<file path="src/rtl/ulut_array.sv">
// ulut_array: NCH independent K-input LUT channels with a runtime-loaded
// configuration and an output mismatch counter for gate characterisation.
// Configuration words stream into a shadow chain over a valid/ready
// handshake and are committed to the active tables in a single edge.
// Each channel can drive its output combinationally or through a one-cycle
// pipeline register.

module ulut_array #(
    parameter int K   = 4,   // inputs per LUT channel
    parameter int NCH = 6,   // number of LUT channels
    parameter int CW  = 8,   // configuration word width
    parameter int ECW = 16   // error counter width
) (
    input  logic               clk,
    input  logic               rst_n,
    input  logic [NCH*K-1:0]   in,
    output logic [NCH-1:0]     out,
    input  logic               cfg_start,
    input  logic               cfg_valid,
    output logic               cfg_ready,
    input  logic [CW-1:0]      cfg_data,
    output logic               cfg_busy,
    output logic               cfg_done,
    input  logic               chk_en,
    input  logic               chk_clr,
    input  logic [NCH-1:0]     exp,
    output logic [ECW-1:0]     err_cnt
);

    // Per-channel slice: 2^K table bits followed by one regsel bit.
    localparam int TW   = 1 << K;
    localparam int SW   = TW + 1;
    localparam int CB   = NCH * SW;
    localparam int NW   = (CB + CW - 1) / CW;
    localparam int SHW  = NW * CW;
    localparam int CNTW = (NW > 1) ? $clog2(NW) : 1;

    typedef enum logic [1:0] {
        IDLE,
        LOAD,
        COMMIT
    } state_t;

    state_t            state;
    logic [CNTW-1:0]   word_cnt;
    logic [SHW-1:0]    shadow;
    logic [CB-1:0]     active;
    logic [NCH-1:0]    lut;
    logic [NCH-1:0]    regsel;
    logic [NCH-1:0]    pipe;
    logic              handshake;

    // A word moves only while loading; start in the same cycle wins.
    assign handshake = cfg_valid && cfg_ready && !cfg_start;

    // Load/commit controller with registered handshake and status outputs.
    // NOTE: sequential state is updated with non-blocking assignments so every
    // register samples the pre-edge values, independent of statement order.
    // NOTE: shadow and active are plain registers (not RAM), and a reset must
    // leave an all-zero configuration, so they sit on the async reset too.
    always_ff @(posedge clk or negedge rst_n) begin
        if (!rst_n) begin
            state     <= IDLE;
            word_cnt  <= '0;
            shadow    <= '0;
            active    <= '0;
            cfg_ready <= 1'b0;
            cfg_busy  <= 1'b0;
            cfg_done  <= 1'b0;
        end else begin
            cfg_done <= 1'b0;
            case (state)
                IDLE: begin
                    if (cfg_start) begin
                        state     <= LOAD;
                        word_cnt  <= '0;
                        cfg_ready <= 1'b1;
                        cfg_busy  <= 1'b1;
                    end
                end
                LOAD: begin
                    if (cfg_start) begin
                        word_cnt <= '0;
                    end else if (handshake) begin
                        shadow <= SHW'({cfg_data, shadow} >> CW);
                        if (word_cnt == CNTW'(NW - 1)) begin
                            state     <= COMMIT;
                            word_cnt  <= '0;
                            cfg_ready <= 1'b0;
                        end else begin
                            word_cnt <= word_cnt + CNTW'(1);
                        end
                    end
                end
                COMMIT: begin
                    active   <= shadow[CB-1:0];
                    cfg_done <= 1'b1;
                    cfg_busy <= 1'b0;
                    state    <= IDLE;
                end
                default: begin
                    state     <= IDLE;
                    cfg_ready <= 1'b0;
                    cfg_busy  <= 1'b0;
                end
            endcase
        end
    end

    // Table lookup and regsel extraction for every channel.
    always_comb begin
        logic [TW-1:0] tbl;
        // NOTE: every always_comb output gets a default first so no path
        // through the block can leave a value held, which would infer a latch.
        lut    = '0;
        regsel = '0;
        tbl    = '0;
        for (int c = 0; c < NCH; c++) begin
            tbl       = active[c*SW +: TW];
            lut[c]    = tbl[in[c*K +: K]];
            regsel[c] = active[c*SW + TW];
        end
    end

    // Free-running output pipeline, so toggling regsel never needs a refill.
    always_ff @(posedge clk or negedge rst_n) begin
        if (!rst_n) begin
            pipe <= '0;
        end else begin
            pipe <= lut;
        end
    end

    assign out = (regsel & pipe) | (~regsel & lut);

    // Saturating mismatch counter against the out value visible this cycle.
    always_ff @(posedge clk or negedge rst_n) begin
        if (!rst_n) begin
            err_cnt <= '0;
        end else if (chk_clr) begin
            err_cnt <= '0;
        end else if (chk_en && (out != exp) && (err_cnt != '1)) begin
            err_cnt <= err_cnt + ECW'(1);
        end
    end

endmodule
</file>
<file path="config.mk">
export PLATFORM = sky130hd
export DESIGN_NAME = ulut_array
export DESIGN_NICKNAME = d
export VERILOG_FILES = /design/src/rtl/ulut_array.sv
export SDC_FILE = /design/constraint.sdc
export NUM_CORES = 1
export LEC_CHECK = 0
export ABC_AREA = 1
export BUFFER_PORTS_ARGS = -buffer_cell sky130_fd_sc_hd__buf_2
export CAP_MARGIN = 10
export CORE_MARGIN = 4
export CORE_UTILIZATION = 40
export CTS_BUF_LIST = sky130_fd_sc_hd__clkbuf_2
export DETAILED_ROUTE_END_ITERATION = 10
export GPL_TIMING_DRIVEN = 0
export PLACE_DENSITY_LB_ADDON = 0.2
export SLEW_MARGIN = 10
export SYNTH_ARGS = -nofsm -noshare
export SYNTH_HDL_FRONTEND = slang
export SYNTH_SLANG_ARGS = --single-unit
</file>
<file path="constraint.sdc">
create_clock -name clk -period 2.65 [get_ports clk]
set_input_delay 0.1325 -clock clk [delete_from_list [all_inputs] [get_ports clk]]
set_output_delay 0.1325 -clock clk [all_outputs]
set_load 0.01 [all_outputs]
</file>
# Yosys cells after proc, flatten, opt, wreduce, memory -nomap -nowiden
# Cells that the tools add are included.
[word_totals] register_bits=237 inputBits=44 output_inout_bits=25 wordCells=78
[classes] addsub=2 magnitude_cmp=6 n_eq_ne=10 mux=31 bitwise_logic=7 n_reduce_logical=13
[ops] op="16-bit two-way mux" count=2
[ops] op="4-bit by 5-bit < comparator with 1-bit output, second input constant" count=6
[ops] op="1-bit binary-select mux with 4-bit select" count=6
[ops] op="16-bit by 1-bit adder with 16-bit output, second input constant" count=1
[ops] op="4-bit two-way mux" count=4
[ops] op="16-bit inequality test, second input constant" count=1
[ops] op="6-bit AND" count=2
[ops] op="1-bit two-way mux" count=11
[ops] op="2-bit two-way mux" count=4
[ops] op="2-bit inequality test, second input constant" count=4
[ops] op="4-bit one-hot mux with 2 select lines" count=1
[ops] op="6-bit inequality test" count=1
[ops] op="6-bit inverter" count=1
[ops] op="6-bit OR" count=1
[ops] op="3-bit AND reduction" count=2
[ops] op="5-bit AND reduction" count=1
[ops] op="4-bit by 1-bit adder with 4-bit output, second input constant" count=1
[ops] op="4-bit == test, second input constant" count=1
[ops] op="1-bit logical AND" count=4
[ops] op="2-bit one-hot mux with 2 select lines" count=1
[ops] op="4-bit AND reduction" count=1
[ops] op="2-bit nonzero test" count=2
[ops] op="3-bit inequality test, second input constant" count=1
[ops] op="1-bit inverter" count=3
[ops] op="7 further kinds" count=7

# Depth between registers and ports, before layout
[logic_depth] word_depth=9 ltp_mapped=16 ltp_nobuf=14

# Least setup slack after synthesis
# No wires, ideal clock.
[synth_path] kind="register -> register" from="register err_cnt[0]" to="register err_cnt[9]" setup_time_ns=0.118 arrival_time_ns=1.847 required_ns=2.532 setup_slack_ns=0.686 stages_incl_launch_ff=13 path_cell_list="dfrtp_1 ha_1 nand3_2 nand3b_1 nor2_2 nand3_2 nor2_4 nand3_2 o21ai_2 inv_2 buf_2 nand4_1 nand2_1"
[synth_via] elab_chain_cells=3
[synth_lines] element="from (decl)" line_no="27" text="output logic [ECW-1:0] err_cnt"
[synth_lines] element="from (signal assigned)" line_no="143" text="err_cnt <= err_cnt + ECW'(1);"
[synth_lines] element="16-bit by 1-bit adder with 16-bit output or 16-bit inequality test (tied branches)" line_no="143, 142"
[synth_lines] element="16-bit two-way mux or 1-bit logical AND (tied branches)" line_no="142" text="end else if (chk_en && (out != exp) && (err_cnt != '1)) begin"
[synth_lines] element="16-bit two-way mux or 2-bit nonzero test (tied branches)"
# Parallel ways exist; a longest one is shown, timed or not. The select of a mux whose other input is x is not followed.
# A chain may end at the register's enable or synchronous reset.

# Worst setup path after layout
[layout_path] from="register err_cnt[1]" to="register err_cnt[1]"
# Same word-level chain as after synthesis.

==> summary.txt <==
Status
  – Status: finished clean

Worst hold path
  – Hold WC Path Type: in2reg

Floorplan
  – Num rows: 59
  – Core box area: 26,100 um2
  – Die Area: 29,100 um2
  – Initial Util: 40.6%
  – Die Wd: 171 um
  – Ports: 69
  – Die Ht: 171 um

Critical path
  – Critical path class: reg2reg
  – Crit path max fanout: 8
  – Worst path required time: 3.34 ns
  – Nature of the critical path endpoint: flop
  – Crit path launch type: flop
  – CP Data Arrival Time: 3.15 ns

Detailed routing
  – DR pass1 iterations: 5
  – Antenna-violating nets left: 0
  – Post-Route WL: 25,700 um
  – Vias per cell: 4.82
  – Detailed-route DRC error count: 0
  – WL/cell: 14.1 um
  – Drt first-iter violations: 465
  – Vias: 8,778

Synth
  – Sequential share of the synthesized area: 56.1%
  – Share of the synthesized area in the top cell type: 56.1%
  – Synth Area per Inst: 8.40 um2
  – Yosys top cell by area: dfrtp_1
  – EDFF count, synth: 0
  – Distinct cell type count after synthesis: 36
  – Most frequent cell after synthesis: nand2_1
  – FFs w/ async S/R, synth: 100%
  – Synthesized instance count: 1,259
  – Synthesized area: 10,600 um2
  – Leading cell types by count after synthesis: nand2_1, dfrtp_1, inv_1
  – Total nets after synthesis: 1,306
  – Top FF cell, synth: dfrtp_1
  – Flops & latches, synth: 237
  – Ranking of synthesized cells by area: dfrtp_1, nand2_1, o21ai_0, inv_1, nand3_1
  – Synth warn: 0

Placement
  – I/O Buffers: 68
  – DP HPWL: 17,800 um
  – Placed Cells: 1,665
  – GP Congestion: 0.811
  – Placed Area: 11,400 um2

STA
  – Fin crit share: 92.8%
  – Worst-margin pin slew: 0.737 ns
  – Min Tclk post-route: 2.46 ns
  – Achievable Freq: 0.406 GHz
  – Final Hold Fails: 0
  – RSZ-0062 raised after global routing: false
  – Final slew viol count: 0
  – Setup violators final: 0
  – Worst Clk Skew: 0.0813 ns
  – Relative slew slack: 50.9%

GRT
  – Global route overflow: 0
  – First-pass GRT wire length: 43,300 um
  – Largest net degree at the start of global routing: 105
  – Gr usage total: 18.2%
  – Initial antenna violation count: 1
  – Vias in the first global route: 8,916

Clock network
  – CTS Buf Count: 66
  – Clock tree buffer depth: 3
  – Root Driver: clkbuf_2
  – Clock sink total: 237
  – Clock-pin slew on the worst setup and hold paths: 0.09 ns
  – Worst skew pair latency: 0.81 ns
  – TritonCTS clock tree: done
  – Htree depth: 3

Layout
  – Fillers: 2,609
  – Finished Layout Cells: 1,820
  – Register area: 5930 um2
  – Area occupied by multi-input gates: 3690 um2
  – P&R area growth vs syn: 18.1%
  – Final Instance Area: 12,500 um2
  – Nets: 1,483
  – Share of layout cells above drive strength 1: 16.2%

Pwr
  – IR drop worst, VDD: 263 uV
  – Cell Pwr Density: 642 nW/um2
  – Leak: 6.40 nW

Flow run
  – # Max-Cap Violations: 0
## per-layer routing
layer | routed length (um) | GRT usage, % | up-vias
li1 | - | - | 4387
met1 | 11700 | 24.1 | 4183
met2 | 12300 | 29.8 | 160
met3 | 1140 | 3.65 | 48
met4 | 556 | 6.42 | 0
met5 | 0 | 0 | -
## logic make-up after synthesis
kind of cell | Yosys count | share of synthesized area, %
AOI/OAI and AO/OA | 244 | 11.7
buffers and inverters | 245 | 9.22
and+or+nand+nor | 522 | 21.9
xor gates and xnor gates | 7 | 0.579
muxes | 1 | 0.106
adders and majority gates | 3 | 0.355
DFF | 237 | 56.1
## registers in the layout (all words and copies together) (netlist names)
register / count
cfg_done: 1
cfg_ready: 1
pipe: 6
shadow: 104
cfg_busy: 1
state: 2
word_cnt: 4
active: 102
err_cnt: 16
## power by group
group          internal, mW  total, mW  switching, mW
logic                 0.327      0.873          0.546
registers              4.00       4.26          0.265
clock network          1.36       2.89           1.53
## final cells by class
class / count / area share (%)
Antenna cell: 2 / 0.0401
Buffer: 55 / 2.10
Clock buffer: 96 / 3.85
Clock inverter: 19 / 1.49
Inverter: 190 / 5.71
Multi-Input combinational cell: 777 / 29.5
Sequential cell: 237 / 47.5
Tap cell: 335 / 3.36
Timing Repair Buffer: 109 / 6.42
## worst max-delay path, stage by stage, from the launching register on
cell	delay [ns]
dfrtp_1	0.39
ha_1	0.21
nand3_2	0.09
nand3b_1	0.23
nor2_2	0.15
nand3_2	0.12
nor2_4	0.13
nand3_2	0.07
o21ai_2	0.13
inv_2	0.11
nand4_1	0.11
dlygate4sd3_1	0.56
nand2_1	0.05
## metrics by stage
| stage | power [mW] | hold slack (ns) | worst slack (ns) | TNS (ns) | utilization [%] |
|---|---|---|---|---|---|
| 5_1_grt | 8.52 | 0.0766 | 0.00712 | 0 | 47.9 |
| 6_report | 8.02 | 0.0566 | 0.190 | 0 | 47.9 |
| 2_1_floorplan | 4.77 | -0.163 | 0.686 | 0 | - |
| 4_1_cts | 8.15 | 0.00374 | 0.0466 | 0 | 47.8 |
| 3_3_place_gp | 5.13 | 0.379 | -2.90 | -687.17 | 43.5 |
| 3_5_place_dp | 5.17 | 0.0380 | 0.259 | 0 | 43.8 |
## what timing repair did
| item | in CTS | in global routing |
|---|---|---|
| gates resized for setup | 0 | 5 |
| hold endpoints to repair | 275 | 0 |
| buffers inserted | 0 | 2 |
| hold buffers | 36 | 0 |
| setup endpoints to repair | 0 | 3 |
## placed cells by master (no fill, tap or decap), types with 6 or more instances in the layout
master,count
inv_1,188
nand3_1,84
nor2_1,61
dlygate4sd3_1,35
a21oi_1,46
nand4_1,16
o21ai_1,20
buf_6,6
dfrtp_1,236
clkbuf_2,96
buf_2,70
o21ai_0,168
clkbuf_1,42
clkinv_1,12
nand2_2,12
or2_2,7
nand2_1,309
nand3_2,16
## final timing paths
kind / end / slack [ns] / from / cells past startpoint
worst max-delay path: err_cnt[1]$_DFFE_PN0P_ / 0.19 / err_cnt[1]$_DFFE_PN0P_ / 12
worst min-delay path: err_cnt[0]$_DFFE_PN0P_ / 0.06 / exp[1] / 7
worst max register to register: err_cnt[1]$_DFFE_PN0P_ / 0.19 / err_cnt[1]$_DFFE_PN0P_ / 12
worst min register to register: active[50]$_DFFE_PN0P_ / 0.43 / shadow[50]$_DFFE_PN0P_ / 2
max in group asynchronous: pipe[3]$_DFF_PN0_ / 1.64 / rst_n / 4
min in group asynchronous: err_cnt[7]$_DFFE_PN0P_ / 0.42 / rst_n / 4
No activity file was read; power rests on OpenSTA's default activity.
